File: src/rtl/psum_collector_pkg.sv
// ----------------------------------------------------------------------------
// psum_collector_pkg
//
// Purpose:
//   Shared constants and types for the systolic-array partial-sum collector.
//   Default geometry matches a 4-column array with 16-bit signed psums and
//   a 4-row output FIFO.
//
// Contents:
//   N_DEF       default number of array columns
//   PSUM_W_DEF  default signed partial-sum width per column
//   DEPTH_DEF   default FIFO depth in rows
//   CNT_W       width of the accepted-row counter
//   psum_t      signed partial-sum type at the default width
//   av_kind_e   classification of the deskewed (aligned) valid vector
// ----------------------------------------------------------------------------
package psum_collector_pkg;

    localparam int N_DEF      = 4;
    localparam int PSUM_W_DEF = 16;
    localparam int DEPTH_DEF  = 4;
    localparam int CNT_W      = 16;

    typedef logic signed [PSUM_W_DEF-1:0] psum_t;

    // Every cycle the aligned valid vector is exactly one of these.
    typedef enum logic [1:0] {
        AV_IDLE     = 2'd0,
        AV_ROW      = 2'd1,
        AV_MISALIGN = 2'd2
    } av_kind_e;

endpackage

File: src/rtl/row_fifo.sv
// ----------------------------------------------------------------------------
// row_fifo
//
// Purpose:
//   Small synchronous FIFO holding fully aligned result rows. The head entry
//   is presented combinationally on rdata_o, so it stays stable until popped.
//   A push while full is honoured only if a pop happens in the same cycle.
//   All storage clears on reset so the head reads as zero afterwards.
//
// Ports:
//   clk      in   clock, rising edge
//   rst      in   asynchronous active-high reset
//   push_i   in   write wdata_i at the tail
//   wdata_i  in   W-bit row to write
//   pop_i    in   remove the head entry (ignored when empty)
//   rdata_o  out  head entry
//   level_o  out  occupancy, 0..DEPTH
//   full_o   out  level_o == DEPTH
//   empty_o  out  level_o == 0
// ----------------------------------------------------------------------------
module row_fifo #(
    parameter int W     = 64,
    parameter int DEPTH = 4
) (
    input  logic                     clk,
    input  logic                     rst,
    input  logic                     push_i,
    input  logic [W-1:0]             wdata_i,
    input  logic                     pop_i,
    output logic [W-1:0]             rdata_o,
    output logic [$clog2(DEPTH):0]   level_o,
    output logic                     full_o,
    output logic                     empty_o
);

    localparam int AW = $clog2(DEPTH);
    localparam int LW = AW + 1;
    localparam logic [LW-1:0] DEPTH_L = LW'(DEPTH);

    logic [W-1:0]  mem_q [DEPTH];
    logic [AW-1:0] wrPtr_q, wrPtr_d;
    logic [AW-1:0] rdPtr_q, rdPtr_d;
    logic [LW-1:0] level_q, level_d;
    logic          doPush;
    logic          doPop;

    assign full_o  = (level_q == DEPTH_L);
    assign empty_o = (level_q == '0);
    assign level_o = level_q;
    assign rdata_o = mem_q[rdPtr_q];

    // A full FIFO can still take a row when the head leaves in the same cycle.
    assign doPop  = pop_i & ~empty_o;
    assign doPush = push_i & (~full_o | doPop);

    // Pointer and occupancy update; DEPTH is a power of two so the
    // pointers wrap on their own.
    always_comb begin
        wrPtr_d = wrPtr_q;
        rdPtr_d = rdPtr_q;
        level_d = level_q;
        if (doPush) begin
            wrPtr_d = wrPtr_q + AW'(1);
        end
        if (doPop) begin
            rdPtr_d = rdPtr_q + AW'(1);
        end
        case ({doPush, doPop})
            2'b10:   level_d = level_q + LW'(1);
            2'b01:   level_d = level_q - LW'(1);
            default: level_d = level_q;
        endcase
    end

    always_ff @(posedge clk or posedge rst) begin
        if (rst) begin
            wrPtr_q <= '0;
            rdPtr_q <= '0;
            level_q <= '0;
        end else begin
            wrPtr_q <= wrPtr_d;
            rdPtr_q <= rdPtr_d;
            level_q <= level_d;
        end
    end

    // Storage is cleared on reset so no stale row is visible at the head.
    always_ff @(posedge clk or posedge rst) begin
        if (rst) begin
            for (int i = 0; i < DEPTH; i++) begin
                mem_q[i] <= '0;
            end
        end else if (doPush) begin
            mem_q[wrPtr_q] <= wdata_i;
        end
    end

endmodule

File: src/rtl/psum_collector.sv
// ----------------------------------------------------------------------------
// psum_collector
//
// Purpose:
//   Sits under the bottom PE row of the systolic MAC array. Column j delivers
//   its partial sum j cycles after column 0 for the same output row; this
//   block deskews the columns, assembles one aligned row, buffers rows in a
//   small FIFO and hands them to the downstream writer over valid/ready.
//   A misaligned valid pattern sets sticky ERR; a row arriving while the
//   FIFO is full (and not draining) is dropped and sets sticky OVF.
//
// Ports:
//   CLK        in   clock, rising edge
//   RST        in   asynchronous active-high reset
//   COL_VALID  in   per-column down-enable, bit j = column j
//   COL_PSUM   in   per-column signed psum, column j at [j*PSUM_W +: PSUM_W]
//   OUT_VALID  out  a row is available at OUT_ROW
//   OUT_READY  in   downstream takes the row this cycle
//   OUT_ROW    out  head row, same packing as COL_PSUM
//   ROW_CNT    out  rows accepted into the FIFO, wraps at 2^16
//   OVF        out  sticky, a row was dropped because the FIFO was full
//   ERR        out  sticky, deskewed valids were neither all-ones nor idle
//   LEVEL      out  FIFO occupancy
//
// Configuration:
//   COLLECT_RELU_EN  when defined, negative column values are written to the
//                    FIFO as zero; otherwise values are stored bit-exact.
// ----------------------------------------------------------------------------
module psum_collector
    import psum_collector_pkg::*;
#(
    parameter int N      = N_DEF,
    parameter int PSUM_W = PSUM_W_DEF,
    parameter int DEPTH  = DEPTH_DEF
) (
    input  logic                     CLK,
    input  logic                     RST,
    input  logic [N-1:0]             COL_VALID,
    input  logic [N*PSUM_W-1:0]      COL_PSUM,
    output logic                     OUT_VALID,
    input  logic                     OUT_READY,
    output logic [N*PSUM_W-1:0]      OUT_ROW,
    output logic [CNT_W-1:0]         ROW_CNT,
    output logic                     OVF,
    output logic                     ERR,
    output logic [$clog2(DEPTH):0]   LEVEL
);

    logic [N-1:0]        avVld;
    logic [N*PSUM_W-1:0] wrRow;
    av_kind_e            avKind;
    logic                fifoFull;
    logic                fifoEmpty;
    logic                popFire;
    logic                pushFire;
    logic                ovfSet;
    logic [CNT_W-1:0]    rowCnt_q, rowCnt_d;
    logic                ovf_q, ovf_d;
    logic                err_q, err_d;

    // Deskew: column j goes through N-1-j always-shifting stages so every
    // column of one row lines up with the last column, which is unregistered.
    for (genvar j = 0; j < N; j++) begin : g_col
        localparam int D = N - 1 - j;
        logic              dskVld;
        logic [PSUM_W-1:0] dskData;

        if (D == 0) begin : g_pass
            assign dskVld  = COL_VALID[j];
            assign dskData = COL_PSUM[j*PSUM_W +: PSUM_W];
        end else begin : g_dly
            logic [D-1:0]      vld_q;
            logic [PSUM_W-1:0] dat_q [D];

            always_ff @(posedge CLK or posedge RST) begin
                if (RST) begin
                    vld_q <= '0;
                    for (int k = 0; k < D; k++) begin
                        dat_q[k] <= '0;
                    end
                end else begin
                    vld_q[0] <= COL_VALID[j];
                    dat_q[0] <= COL_PSUM[j*PSUM_W +: PSUM_W];
                    for (int k = 1; k < D; k++) begin
                        vld_q[k] <= vld_q[k-1];
                        dat_q[k] <= dat_q[k-1];
                    end
                end
            end

            assign dskVld  = vld_q[D-1];
            assign dskData = dat_q[D-1];
        end

        assign avVld[j] = dskVld;

`ifdef COLLECT_RELU_EN
        assign wrRow[j*PSUM_W +: PSUM_W] = dskData[PSUM_W-1] ? '0 : dskData;
`else
        assign wrRow[j*PSUM_W +: PSUM_W] = dskData;
`endif
    end

    // Classify the aligned valid vector: full row, idle, or misaligned.
    always_comb begin
        avKind = AV_IDLE;
        if (avVld == '1) begin
            avKind = AV_ROW;
        end else if (avVld != '0) begin
            avKind = AV_MISALIGN;
        end
    end

    assign OUT_VALID = ~fifoEmpty;
    assign popFire   = OUT_VALID & OUT_READY;
    assign pushFire  = (avKind == AV_ROW) & (~fifoFull | popFire);
    assign ovfSet    = (avKind == AV_ROW) & fifoFull & ~popFire;

    // Counter and sticky flags; the flags only ever clear on reset.
    always_comb begin
        rowCnt_d = rowCnt_q;
        ovf_d    = ovf_q;
        err_d    = err_q;
        if (pushFire) begin
            rowCnt_d = rowCnt_q + CNT_W'(1);
        end
        if (ovfSet) begin
            ovf_d = 1'b1;
        end
        if (avKind == AV_MISALIGN) begin
            err_d = 1'b1;
        end
    end

    always_ff @(posedge CLK or posedge RST) begin
        if (RST) begin
            rowCnt_q <= '0;
            ovf_q    <= 1'b0;
            err_q    <= 1'b0;
        end else begin
            rowCnt_q <= rowCnt_d;
            ovf_q    <= ovf_d;
            err_q    <= err_d;
        end
    end

    assign ROW_CNT = rowCnt_q;
    assign OVF     = ovf_q;
    assign ERR     = err_q;

    row_fifo #(
        .W     (N*PSUM_W),
        .DEPTH (DEPTH)
    ) u_row_fifo (
        .clk     (CLK),
        .rst     (RST),
        .push_i  (pushFire),
        .wdata_i (wrRow),
        .pop_i   (popFire),
        .rdata_o (OUT_ROW),
        .level_o (LEVEL),
        .full_o  (fifoFull),
        .empty_o (fifoEmpty)
    );

endmodule

File: config.mk
export PLATFORM = sky130hd
export DESIGN_NAME = psum_collector
export DESIGN_NICKNAME = d
export VERILOG_FILES = /design/src/rtl/psum_collector_pkg.sv /design/src/rtl/row_fifo.sv /design/src/rtl/psum_collector.sv
export SDC_FILE = /design/constraint.sdc
export NUM_CORES = 1
export LEC_CHECK = 0
export BUFFER_PORTS_ARGS = -buffer_cell sky130_fd_sc_hd__buf_4
export CORE_MARGIN = 2
export CORE_UTILIZATION = 40
export DETAILED_ROUTE_END_ITERATION = 10
export PLACE_DENSITY_LB_ADDON = 0.25
export SLEW_MARGIN = 10
export SYNTH_ARGS = -nofsm -noshare
export SYNTH_HDL_FRONTEND = slang
export SYNTH_SLANG_ARGS = --single-unit
File: constraint.sdc
create_clock -name CLK -period 30.9 [get_ports CLK]
set_input_delay 6.18 -clock CLK [delete_from_list [all_inputs] [get_ports CLK]]
set_output_delay 6.18 -clock CLK [all_outputs]
set_load 0.1 [all_outputs]
==> results of run 1 <==
==> cell type report <==
class / count / area, um2 / share of cell area, %
Sequential cell: 383 / 9590 / 52.8
Multi-Input combinational cell: 387 / 5360 / 29.5
Timing Repair Buffer: 164 / 1230 / 6.78
Clock buffer: 61 / 1230 / 6.75
Tap cell: 511 / 639 / 3.52
Clock inverter: 9 / 75.1 / 0.413
Inverter: 8 / 37.5 / 0.207
Antenna cell: 1 / 2.50 / 0.0138
==> metal layers <==
layer | share of wire [%] | track usage (%) | vias to the layer above | routed length, um
li1 | - | - | 3309 | -
met3 | 5.9 | 4.33 | 40 | 1760
met4 | 2.1 | 5.45 | 0 | 642
met2 | 48 | 24.4 | 147 | 14200
met1 | 44 | 20.7 | 4030 | 13200
met5 | 0 | 0 | - | 0
==> state kept, by name (all words and copies together) (netlist names) <==
register	flops
u_row_fifo.wrPtr_q	2
g_col.dskVld	1
ERR	1
u_row_fifo.rdPtr_q	2
ROW_CNT	16
OVF	1
g_col.dskData	48
g_col.g_dly.vld_q	5
g_col.g_dly.dat_q	48
u_row_fifo.level_o	3
u_row_fifo.mem_q	256
==> worst max path at each step <==
stage / start / end
6_report: u_row_fifo.rdPtr_q[0]$_DFFE_PP0P_ / OUT_ROW[63]
5_1_grt: u_row_fifo.rdPtr_q[0]$_DFFE_PP0P_ / OUT_ROW[41]
4_1_cts: u_row_fifo.rdPtr_q[0]$_DFFE_PP0P_ / OUT_ROW[41]
3_5_place_dp: RST / g_col[0].dskData[6]$_DFF_PP0_
3_3_place_gp: RST / g_col[0].dskData[6]$_DFF_PP0_
2_1_floorplan: RST / ERR$_DFFE_PP0N_
==> layout by cell type (no fill, tap or decap), types with 2 or more instances in the layout <==
| cell type | Yosys | routed |
|---|---|---|
| buf_4 | 0 | 164 |
| clkbuf_1 | 5 | 12 |
| clkbuf_16 | 0 | 45 |
| clkbuf_8 | 8 | 4 |
| clkinv_2 | 0 | 6 |
| clkinvlp_4 | 0 | 2 |
| dfrtp_1 | 383 | 381 |
| dfrtp_4 | 0 | 2 |
| ha_1 | 6 | 6 |
| inv_1 | 8 | 7 |
| mux2_2 | 137 | 137 |
| mux2_4 | 120 | 120 |
| mux4_2 | 64 | 64 |
| nand2_1 | 7 | 7 |
| nand2_4 | 0 | 2 |
| nand2_8 | 2 | 2 |
| nand3_1 | 5 | 5 |
| nand4_1 | 5 | 5 |
| nor4_1 | 2 | 2 |
| xnor2_1 | 14 | 14 |
| xor2_1 | 7 | 7 |
==> stage by stage <==
| stage | cells | instance area, um2 | hold WS (ns) | setup WS [ns] |
|---|---|---|---|---|
| floorplan | 817 | 15400 | 0.331 | 14.08 |
| global placement | 1453 | 16900 | 0.332 | 21.93 |
| detailed placement | 1453 | 16900 | 0.335 | 21.92 |
| CTS | 1523 | 18200 | 0.342 | 21.43 |
| global route | 1523 | 18200 | 0.348 | 21.33 |
| finish | 1524 | 18200 | 0.335 | 21.60 |
==> Yosys cell counts (2+ instances only) <==
cell	instances	area (um2)
nor4_1	2	12.5
nand3_1	5	25.0
buf_1	4	15.0
nand2_8	2	40.0
clkbuf_8	8	110
nand4_1	5	31.3
mux4_2	64	1440
xnor2_1	14	123
ha_1	6	75.1
dfrtp_1	383	9580
mux2_4	120	1800
buf_6	4	45.0
clkbuf_1	5	18.8
inv_1	8	30.0
nand2_1	7	26.3
nand2_2	2	12.5
buf_12	13	260
xor2_1	7	61.3
mux2_2	137	1540
buf_2	5	25.0
==> kinds of logic after synthesis <==
group	synth area share [%]
muxes	31.1
and+or+nand+nor	1.67
DFF	62.1
adders and majority gates	0.616
xor gates and xnor gates	1.19
buffers and inverters	3.27
AOI/OAI and AO/OA	0.130
==> impl_metrics.prom, run 1 <==
# TYPE chip_impl_metric gauge
chip_impl_metric{name="routed-via-count",unit=""} 7526
chip_impl_metric{name="worst_skew_pair.late_latency",unit="ns"} 0.55
chip_impl_metric{name="drive_gt1_share",unit="%"} 54.7
chip_impl_metric{name="critical_path_buf_inv_count",unit=""} 2
chip_impl_metric{name="cp.required",unit="ns"} 24.72
chip_impl_metric{name="pin_count",unit=""} 157
chip_impl_info{name="outcome",value="completed"} 1
chip_impl_metric{name="synthesis.nets",unit=""} 895
chip_impl_metric{name="postSynthRegisterBits",unit=""} 383
chip_impl_info{name="worst_setup_path_start_kind",value="flop"} 1
chip_impl_metric{name="maxCapViolations",unit=""} 0
chip_impl_metric{name="cts.clk_slew.worst_paths",unit="ns"} 0.06
chip_impl_metric{name="globalRouteTotalUtil",unit="%"} 15.5
chip_impl_metric{name="timing.reg2reg.setup_slack",unit="ns"} 28.00
chip_impl_metric{name="postSynthAreaPerCell",unit="um2"} 18.9
chip_impl_metric{name="cts.hold.buffers_added",unit=""} 0
chip_impl_metric{name="count_of_standard_cell_rows",unit=""} 71
chip_impl_metric{name="ctsHtreeMaxLevel",unit=""} 2
chip_impl_metric{name="effective_utilization_at_floorplan",unit="%"} 40.8
chip_impl_metric{name="ant_nets",unit=""} 0
chip_impl_metric{name="hold_violations",unit=""} 0
chip_impl_metric{name="r2r.worst_path.cells",unit=""} 5
chip_impl_metric{name="vias_in_the_first_global_route",unit=""} 8451
chip_impl_info{name="synth_flop_cell",value="dfrtp_1"} 1
chip_impl_metric{name="die_area",unit="um2"} 40200
chip_impl_info{name="worstPathCellList",value="buf_4, mux4_2, buf_4"} 1
chip_impl_metric{name="yosysWarnings",unit=""} 0
chip_impl_metric{name="cp_slowest_stage_delay",unit="ns"} 0.88
chip_impl_metric{name="wirelength",unit="mm"} 29.9
chip_impl_info{name="hold_end",value="g_col[0].g_dly.dat_q[30]$_DFF_PP0_"} 1
chip_impl_metric{name="die-width",unit="um"} 200
chip_impl_info{name="clk_root_buffer_cell",value="clkbuf_16"} 1
chip_impl_metric{name="die_y",unit="um"} 200
chip_impl_info{name="cts_tree",value="done"} 1
chip_impl_metric{name="synthArstFlopShare",unit="%"} 100
chip_impl_metric{name="synth_area",unit="um2"} 15400
chip_impl_info{name="critical_path.reg2reg.endpoint",value="u_row_fifo.mem_q[196]$_DFFE_PP0P_"} 1
chip_impl_metric{name="total_setup_buffers_inserted_after_cts",unit=""} 0
chip_impl_metric{name="dp_hpwl",unit="mm"} 16.9
chip_impl_metric{name="cts_made_buffers",unit=""} 42
chip_impl_metric{name="maximum_number_of_pins_on_one_net_before_global_route_repair",unit=""} 114
chip_impl_info{name="cp_top_family",value="buffers and inverters"} 1
chip_impl_metric{name="synth_cell_type_count",unit=""} 36
chip_impl_metric{name="post_cts.resized_instances",unit=""} 0
chip_impl_metric{name="initialDrtViolationCount",unit=""} 267
chip_impl_metric{name="postSynthCellCount",unit=""} 817
chip_impl_info{name="cpMostUsedCell",value="buf_4"} 1
chip_impl_metric{name="drc_errors",unit=""} 0
chip_impl_metric{name="synth_edf_count",unit=""} 0
chip_impl_metric{name="coreArea",unit="um2"} 37800
chip_impl_metric{name="drt-wirelength-per-cell",unit="um"} 19.6
chip_impl_metric{name="cp.arrival",unit="ns"} 3.12
chip_impl_metric{name="worst_clock_skew",unit="ns"} 0.0191
chip_impl_metric{name="maxSlewHeadroom",unit="%"} 33.8
chip_impl_metric{name="port_buffers",unit=""} 156
chip_impl_info{name="hold_start",value="g_col[0].g_dly.dat_q[46]$_DFF_PP0_"} 1
chip_impl_info{name="r2r-start",value="u_row_fifo.level_o[0]$_DFFE_PP0P_"} 1
chip_impl_metric{name="area.growth.synth_to_final",unit="%"} 17.6
chip_impl_metric{name="yosysSeqAreaShare",unit="%"} 62.1
chip_impl_metric{name="total_congestion_overflow",unit=""} 0
chip_impl_metric{name="dr.pass1.iters",unit=""} 4
chip_impl_metric{name="num-nets-final",unit=""} 1064
chip_impl_metric{name="max-clock-path-buffers",unit=""} 3
chip_impl_metric{name="place_congestion",unit=""} 0.688
chip_impl_info{name="kind_of_path_behind_the_tightest_hold_check",value="reg -> reg"} 1
chip_impl_info{name="critPathSlowestCell",value="dfrtp_4"} 1
chip_impl_metric{name="timing.critical_path.depth",unit=""} 3
chip_impl_metric{name="setup_viol",unit=""} 0
chip_impl_metric{name="totalNegativeSetupSlack",unit="ns"} 0
chip_impl_info{name="setup_repair_after_global_routing_missed_its_margin",value="no"} 1
chip_impl_metric{name="worstMarginPinSlew",unit="ns"} 0.993
chip_impl_metric{name="min_path_cells",unit=""} 0
chip_impl_metric{name="fin_crit",unit="ns"} 9.30
chip_impl_metric{name="period_share",unit="%"} 30.1
chip_impl_metric{name="grt_first_pass_wirelength",unit="mm"} 48.7
chip_impl_metric{name="final_core_util",unit="%"} 48.0
chip_impl_metric{name="fmaxAchievable",unit="MHz"} 108
chip_impl_info{name="timing.critical_path.to_type",value="output port"} 1
chip_impl_metric{name="fill_cells",unit=""} 3305
chip_impl_metric{name="antenna_found_initial",unit=""} 1
chip_impl_metric{name="clock_sinks",unit=""} 383
chip_impl_info{name="critical_path_class",value="reg -> out"} 1
chip_impl_metric{name="slew_viol_final",unit=""} 0
chip_impl_metric{name="routed_via_density",unit=""} 4.94
chip_impl_metric{name="crit_fanout",unit=""} 36
Power of run 1 is left out: the tool's default activity adds up to more than one toggle a clock period on the data nets, which glitch-free logic cannot reach.
==> run 2: changes to the inputs <==
clock period = 8.87 ns   (was 30.9 ns; I/O delays follow)
==> impl_metrics.prom, run 2 (synthesis results as in run 1) <==
# TYPE chip_impl_metric gauge
chip_impl_info{name="kind_of_path_behind_the_tightest_hold_check",value="reg -> reg"} 1
chip_impl_metric{name="globalRouteTotalUtil",unit="%"} 15.7
chip_impl_metric{name="fin_crit",unit="ns"} 4.85
chip_impl_metric{name="area.growth.synth_to_final",unit="%"} 17.6
chip_impl_info{name="critical_path_class",value="reg -> out"} 1
chip_impl_metric{name="drt-wirelength-per-cell",unit="um"} 19.6
chip_impl_metric{name="dp_hpwl",unit="mm"} 17.1
chip_impl_metric{name="antenna_found_initial",unit=""} 0
chip_impl_metric{name="post_cts.resized_instances",unit=""} 0
chip_impl_metric{name="total_congestion_overflow",unit=""} 0
chip_impl_info{name="cpMostUsedCell",value="buf_4"} 1
chip_impl_metric{name="initialDrtViolationCount",unit=""} 293
chip_impl_metric{name="placement.setup.worst_slack",unit="ns"} 4.48
chip_impl_info{name="timing.critical_path.to_type",value="output port"} 1
chip_impl_info{name="cts_tree",value="done"} 1
chip_impl_metric{name="min_path_cells",unit=""} 0
chip_impl_metric{name="totalNegativeSetupSlack",unit="ns"} 0
chip_impl_metric{name="drive_gt1_share",unit="%"} 54.3
chip_impl_metric{name="total_setup_buffers_inserted_after_cts",unit=""} 0
chip_impl_metric{name="die-width",unit="um"} 200
chip_impl_metric{name="timing.hold.ws",unit="ns"} 0.333
chip_impl_metric{name="count_of_standard_cell_rows",unit=""} 71
chip_impl_metric{name="maximum_number_of_pins_on_one_net_before_global_route_repair",unit=""} 175
chip_impl_metric{name="cts.clk_slew.worst_paths",unit="ns"} 0.06
chip_impl_metric{name="cp_slowest_stage_delay",unit="ns"} 0.83
chip_impl_metric{name="place_congestion",unit=""} 0.725
chip_impl_metric{name="pin_count",unit=""} 157
chip_impl_metric{name="fmaxAchievable",unit="MHz"} 206
chip_impl_metric{name="port_buffers",unit=""} 156
chip_impl_metric{name="num-nets-final",unit=""} 1063
chip_impl_metric{name="ctsHtreeMaxLevel",unit=""} 2
chip_impl_metric{name="routed_via_density",unit=""} 4.93
chip_impl_metric{name="ant_nets",unit=""} 0
chip_impl_metric{name="drc_errors",unit=""} 0
chip_impl_metric{name="worst_skew_pair.late_latency",unit="ns"} 0.56
chip_impl_info{name="outcome",value="completed"} 1
chip_impl_metric{name="slew_viol_final",unit=""} 0
chip_impl_metric{name="die_y",unit="um"} 200
chip_impl_metric{name="cp.arrival",unit="ns"} 3.08
chip_impl_metric{name="cts_made_buffers",unit=""} 42
chip_impl_metric{name="worst_slack",unit="ns"} 4.02
chip_impl_metric{name="cts.hold.buffers_added",unit=""} 0
chip_impl_metric{name="coreArea",unit="um2"} 37800
chip_impl_metric{name="period_share",unit="%"} 54.7
chip_impl_info{name="clk_root_buffer_cell",value="clkbuf_16"} 1
chip_impl_metric{name="largest_reg_flops",unit=""} 256
chip_impl_metric{name="setup_viol",unit=""} 0
chip_impl_metric{name="cp.required",unit="ns"} 7.10
chip_impl_info{name="setup_repair_after_global_routing_missed_its_margin",value="no"} 1
chip_impl_metric{name="vias_in_the_first_global_route",unit=""} 8376
chip_impl_metric{name="grt_first_pass_wirelength",unit="mm"} 49.4
chip_impl_metric{name="max-clock-path-buffers",unit=""} 3
chip_impl_metric{name="worst_clock_skew",unit="ns"} 0.0164
chip_impl_metric{name="effective_utilization_at_floorplan",unit="%"} 40.8
chip_impl_metric{name="hold_violations",unit=""} 0
chip_impl_metric{name="r2r.worst_path.cells",unit=""} 5
chip_impl_metric{name="wirelength",unit="mm"} 30.0
chip_impl_info{name="max_flop_register",value="u_row_fifo.mem_q"} 1
chip_impl_metric{name="clock_sinks",unit=""} 383
chip_impl_info{name="critPathSlowestCell",value="dfrtp_4"} 1
chip_impl_metric{name="die_area",unit="um2"} 40200
chip_impl_info{name="layout.cells.most_common",value="dfrtp_1"} 1
chip_impl_metric{name="maxCapViolations",unit=""} 0
chip_impl_metric{name="crit_fanout",unit=""} 38
chip_impl_info{name="final_cell_mix",value="dfrtp_1 (381), buf_4 (162), mux2_2 (137), mux2_4 (120), mux4_2 (64)"} 1
chip_impl_metric{name="worstMarginPinSlew",unit="ns"} 1.12
chip_impl_metric{name="maxSlewHeadroom",unit="%"} 25.1
chip_impl_metric{name="routed-via-count",unit=""} 7535
chip_impl_info{name="worstPathCellList",value="buf_4, mux4_2, buf_4"} 1
chip_impl_metric{name="dr.pass1.iters",unit=""} 4
chip_impl_info{name="worst_setup_path_start_kind",value="flop"} 1
-- run 2: cell types whose count changed in the layout (fill, tap and decap cells not counted) --
cell and change:
inv_8 -1, clkinv_2 -2, inv_6 +1, clkbuf_1 +6, buf_12 +1, clkbuf_8 +4, bufinv_16 -1, clkinv_4 +1
clkinvlp_4 -1, buf_4 -2, clkbuf_16 -2
-- run 2: path summary, 6_finish.rpt --
path | startpoint | endpoint | slack (ns)
max | u_row_fifo.rdPtr_q[0]$_DFFE_PP0P_ | OUT_ROW[27] | 4.02
min | g_col[1].g_dly.dat_q[24]$_DFF_PP0_ | g_col[1].dskData[8]$_DFF_PP0_ | 0.33
min reg2reg | g_col[1].g_dly.dat_q[24]$_DFF_PP0_ | g_col[1].dskData[8]$_DFF_PP0_ | 0.33
max in group asynchronous | RST | u_row_fifo.mem_q[88]$_DFFE_PP0P_ | 5.65
max reg2reg | u_row_fifo.level_o[0]$_DFFE_PP0P_ | u_row_fifo.mem_q[228]$_DFFE_PP0P_ | 6.01
min in group asynchronous | RST | g_col[0].g_dly.dat_q[24]$_DFF_PP0_ | 1.45
-- run 2: layout make-up --
| cell class | count | area, um2 |
|---|---|---|
| Antenna cell | 1 | 2.50 |
| Clock buffer | 69 | 1250 |
| Clock inverter | 6 | 37.5 |
| Fill cell | 3295 | 19700 |
| Inverter | 8 | 33.8 |
| Multi-Input combinational cell | 387 | 5360 |
| Sequential cell | 383 | 9590 |
| Tap cell | 511 | 639 |
| Timing Repair Buffer | 163 | 1240 |
-- run 2: metrics by stage --
step	util, %	instance area [um2]	std cells
2_1_floorplan	-	15400	817
3_3_place_gp	44.6	16900	1452
3_5_place_dp	44.6	16900	1452
4_1_cts	48.0	18200	1527
5_1_grt	48.0	18200	1527
6_report	48.0	18200	1528
-- run 2: routing by layer --
layer	share of wire (%)	routed length (um)	vias to the layer above	track usage, %
met3	5.2	1550	44	4.11
met1	47	14000	4041	22.0
met2	46	13700	131	23.7
met4	2.3	675	0	5.45
li1	-	-	3319	-
met5	0	0	-	0
-- run 2: worst max-delay path, delay by kind of cell (launching register included) --
| family | cells | cell delay [ns] |
|---|---|---|
| DFF | 1 | 0.83 |
| buffers and inverters | 2 | 1.01 |
| muxes | 1 | 0.63 |
Power of run 2 is left out for the same reason.
==> run 3: changes to the inputs <==
clock period = 4.2 ns   (was 8.87 ns; I/O delays follow)
==> impl_metrics.prom, run 3 (synthesis results as in run 1) <==
# TYPE chip_impl_metric gauge
chip_impl_info{name="outcome",value="completed"} 1
chip_impl_metric{name="maxCapViolations",unit=""} 0
chip_impl_info{name="max_flop_register",value="u_row_fifo.mem_q"} 1
chip_impl_metric{name="ctsHtreeMaxLevel",unit=""} 2
chip_impl_metric{name="port_buffers",unit=""} 156
chip_impl_metric{name="dr.pass1.iters",unit=""} 4
chip_impl_metric{name="r2r.worst_path.cells",unit=""} 5
chip_impl_metric{name="totalNegativeSetupSlack",unit="ns"} 0
chip_impl_metric{name="fill_cells",unit=""} 3253
chip_impl_metric{name="total_congestion_overflow",unit=""} 0
chip_impl_metric{name="maxSlewHeadroom",unit="%"} 34.3
chip_impl_metric{name="drt-wirelength-per-cell",unit="um"} 19.8
chip_impl_metric{name="hold_violations",unit=""} 0
chip_impl_metric{name="critical_path_buf_inv_count",unit=""} 2
chip_impl_metric{name="total_setup_buffers_inserted_after_cts",unit=""} 0
chip_impl_metric{name="antenna_found_initial",unit=""} 1
chip_impl_info{name="critical_path_class",value="reg -> out"} 1
chip_impl_info{name="final_cell_mix",value="dfrtp_1 (381), buf_4 (163), mux2_2 (137), mux2_4 (120), mux4_2 (64)"} 1
chip_impl_metric{name="worst_skew_pair.late_latency",unit="ns"} 0.54
chip_impl_metric{name="period_share",unit="%"} 81.6
chip_impl_info{name="hold_start",value="g_col[1].g_dly.dat_q[25]$_DFF_PP0_"} 1
chip_impl_metric{name="min_path_cells",unit=""} 0
chip_impl_metric{name="ant_nets",unit=""} 0
chip_impl_metric{name="timing.reg2reg.setup_slack",unit="ns"} 1.68
chip_impl_metric{name="area.sequential",unit="um2"} 9590
chip_impl_metric{name="drc_errors",unit=""} 0
chip_impl_metric{name="cp.arrival",unit="ns"} 2.59
chip_impl_metric{name="drive_gt1_share",unit="%"} 55.6
chip_impl_metric{name="die-width",unit="um"} 200
chip_impl_metric{name="cts_made_buffers",unit=""} 42
chip_impl_metric{name="coreArea",unit="um2"} 37800
chip_impl_metric{name="pin_count",unit=""} 157
chip_impl_metric{name="timing.critical_path.depth",unit=""} 3
chip_impl_metric{name="dp_hpwl",unit="mm"} 17.7
chip_impl_metric{name="clock_sinks",unit=""} 383
chip_impl_info{name="r2r-start",value="u_row_fifo.level_o[0]$_DFFE_PP0P_"} 1
chip_impl_metric{name="cts.clk_slew.worst_paths",unit="ns"} 0.06
chip_impl_metric{name="vias_in_the_first_global_route",unit=""} 8480
chip_impl_metric{name="post_cts.resized_instances",unit=""} 0
chip_impl_metric{name="maximum_number_of_pins_on_one_net_before_global_route_repair",unit=""} 88
chip_impl_metric{name="fmaxAchievable",unit="MHz"} 292
chip_impl_metric{name="grt_first_pass_wirelength",unit="mm"} 49.6
chip_impl_metric{name="count_of_standard_cell_rows",unit=""} 71
chip_impl_metric{name="timing.hold.ws",unit="ns"} 0.338
chip_impl_metric{name="effective_utilization_at_floorplan",unit="%"} 40.8
chip_impl_info{name="worst_setup_path_start_kind",value="flop"} 1
chip_impl_info{name="hold_end",value="g_col[1].dskData[9]$_DFF_PP0_"} 1
chip_impl_info{name="worstPathCellList",value="buf_12, mux4_2, buf_4"} 1
chip_impl_metric{name="slew_viol_final",unit=""} 0
chip_impl_info{name="layout.cells.most_common",value="dfrtp_1"} 1
chip_impl_metric{name="initialDrtViolationCount",unit=""} 277
chip_impl_metric{name="cp_slowest_stage_delay",unit="ns"} 0.83
chip_impl_metric{name="globalRouteTotalUtil",unit="%"} 15.6
chip_impl_metric{name="multi_input_area",unit="um2"} 5360
chip_impl_metric{name="wirelength",unit="mm"} 30.3
chip_impl_metric{name="crit_fanout",unit=""} 30
chip_impl_metric{name="detailed_place.area",unit="um2"} 17000
chip_impl_info{name="cp_top_family",value="flip-flops"} 1
chip_impl_metric{name="postLayoutCellArea",unit="um2"} 18400
chip_impl_metric{name="routed_via_density",unit=""} 4.94
chip_impl_info{name="clk_root_buffer_cell",value="clkbuf_16"} 1
chip_impl_metric{name="die_area",unit="um2"} 40200
chip_impl_info{name="cts_tree",value="done"} 1
chip_impl_info{name="kind_of_path_behind_the_tightest_hold_check",value="reg -> reg"} 1
chip_impl_metric{name="setup_viol",unit=""} 0
chip_impl_metric{name="die_y",unit="um"} 200
chip_impl_metric{name="routed-via-count",unit=""} 7563
chip_impl_info{name="setup_repair_after_global_routing_missed_its_margin",value="no"} 1
chip_impl_metric{name="fin_crit",unit="ns"} 3.43
chip_impl_metric{name="cts.hold.buffers_added",unit=""} 0
chip_impl_metric{name="n_antenna_cell",unit=""} 0
chip_impl_info{name="critical_path.reg2reg.endpoint",value="u_row_fifo.mem_q[131]$_DFFE_PP0P_"} 1
chip_impl_metric{name="cp.required",unit="ns"} 3.36
chip_impl_metric{name="num-nets-final",unit=""} 1070
chip_impl_info{name="timing.critical_path.to_type",value="output port"} 1
chip_impl_metric{name="place_congestion",unit=""} 0.699
chip_impl_metric{name="max-clock-path-buffers",unit=""} 3
chip_impl_metric{name="area.growth.synth_to_final",unit="%"} 19.1
chip_impl_metric{name="worstMarginPinSlew",unit="ns"} 0.984
chip_impl_metric{name="largest_reg_flops",unit=""} 256
chip_impl_metric{name="worst_clock_skew",unit="ns"} 0.0154
chip_impl_info{name="critPathSlowestCell",value="dfrtp_4"} 1
run 3: cell count changes in the layout (fill, tap and decap cells not counted), sizes merged:
cell / previous run / this run
clkbuf: 69 / 61
clkinvlp: 1 / 3
buf: 163 / 170
diode: 1 / 0
bufinv: 0 / 3
run 3: how the worst max path moves through the flow:
stage,slack (ns),startpoint,end
finish,0.77,u_row_fifo.rdPtr_q[0]$_DFFE_PP0P_,OUT_ROW[58]
global route,0.60,u_row_fifo.rdPtr_q[0]$_DFFE_PP0P_,OUT_ROW[58]
CTS,0.66,u_row_fifo.rdPtr_q[0]$_DFFE_PP0P_,OUT_ROW[58]
detailed placement,1.21,OUT_READY,u_row_fifo.mem_q[131]$_DFFE_PP0P_
global placement,1.23,OUT_READY,u_row_fifo.mem_q[144]$_DFFE_PP0P_
floorplan,-1.79,RST,ERR$_DFFE_PP0N_
run 3: area by class of cell:
cell class              count  share of cell area [%]
flip-flops and latches    383                    52.2
multi-input cells         387                    29.2
repair buffers            170                    7.42
clock buffers              61                    6.82
well taps                 511                    3.48
clock inverters            11                   0.796
inverters                   8                   0.184
run 3: through the flow:
step                      utilization (%)  cells  setup WS [ns]
after global routing                 48.6   1531          0.597
after global placement               44.9   1459           1.23
after detailed placement             44.9   1459           1.21
after floorplan                         -    817          -1.79
final                                48.6   1531          0.773
after CTS                            48.6   1531          0.662
run 3: per-layer routing:
layer	up-vias	track usage [%]	wire, um	part of all wire (%)
met5	-	0	10	0.033
met4	2	4.44	615	2.0
met3	48	3.34	1370	4.5
met2	144	24.1	14100	47
met1	4053	22.2	14200	47
li1	3316	-	-	-
run 3: worst reg2reg max path, delay by kind of cell, from the launching register on:
family / cells / cell delay, ns
buffers and inverters: 1 / 0.34
DFF: 1 / 0.45
muxes: 1 / 0.38
and+or+nand+nor: 3 / 1.22
Power of run 3 is left out for the same reason.
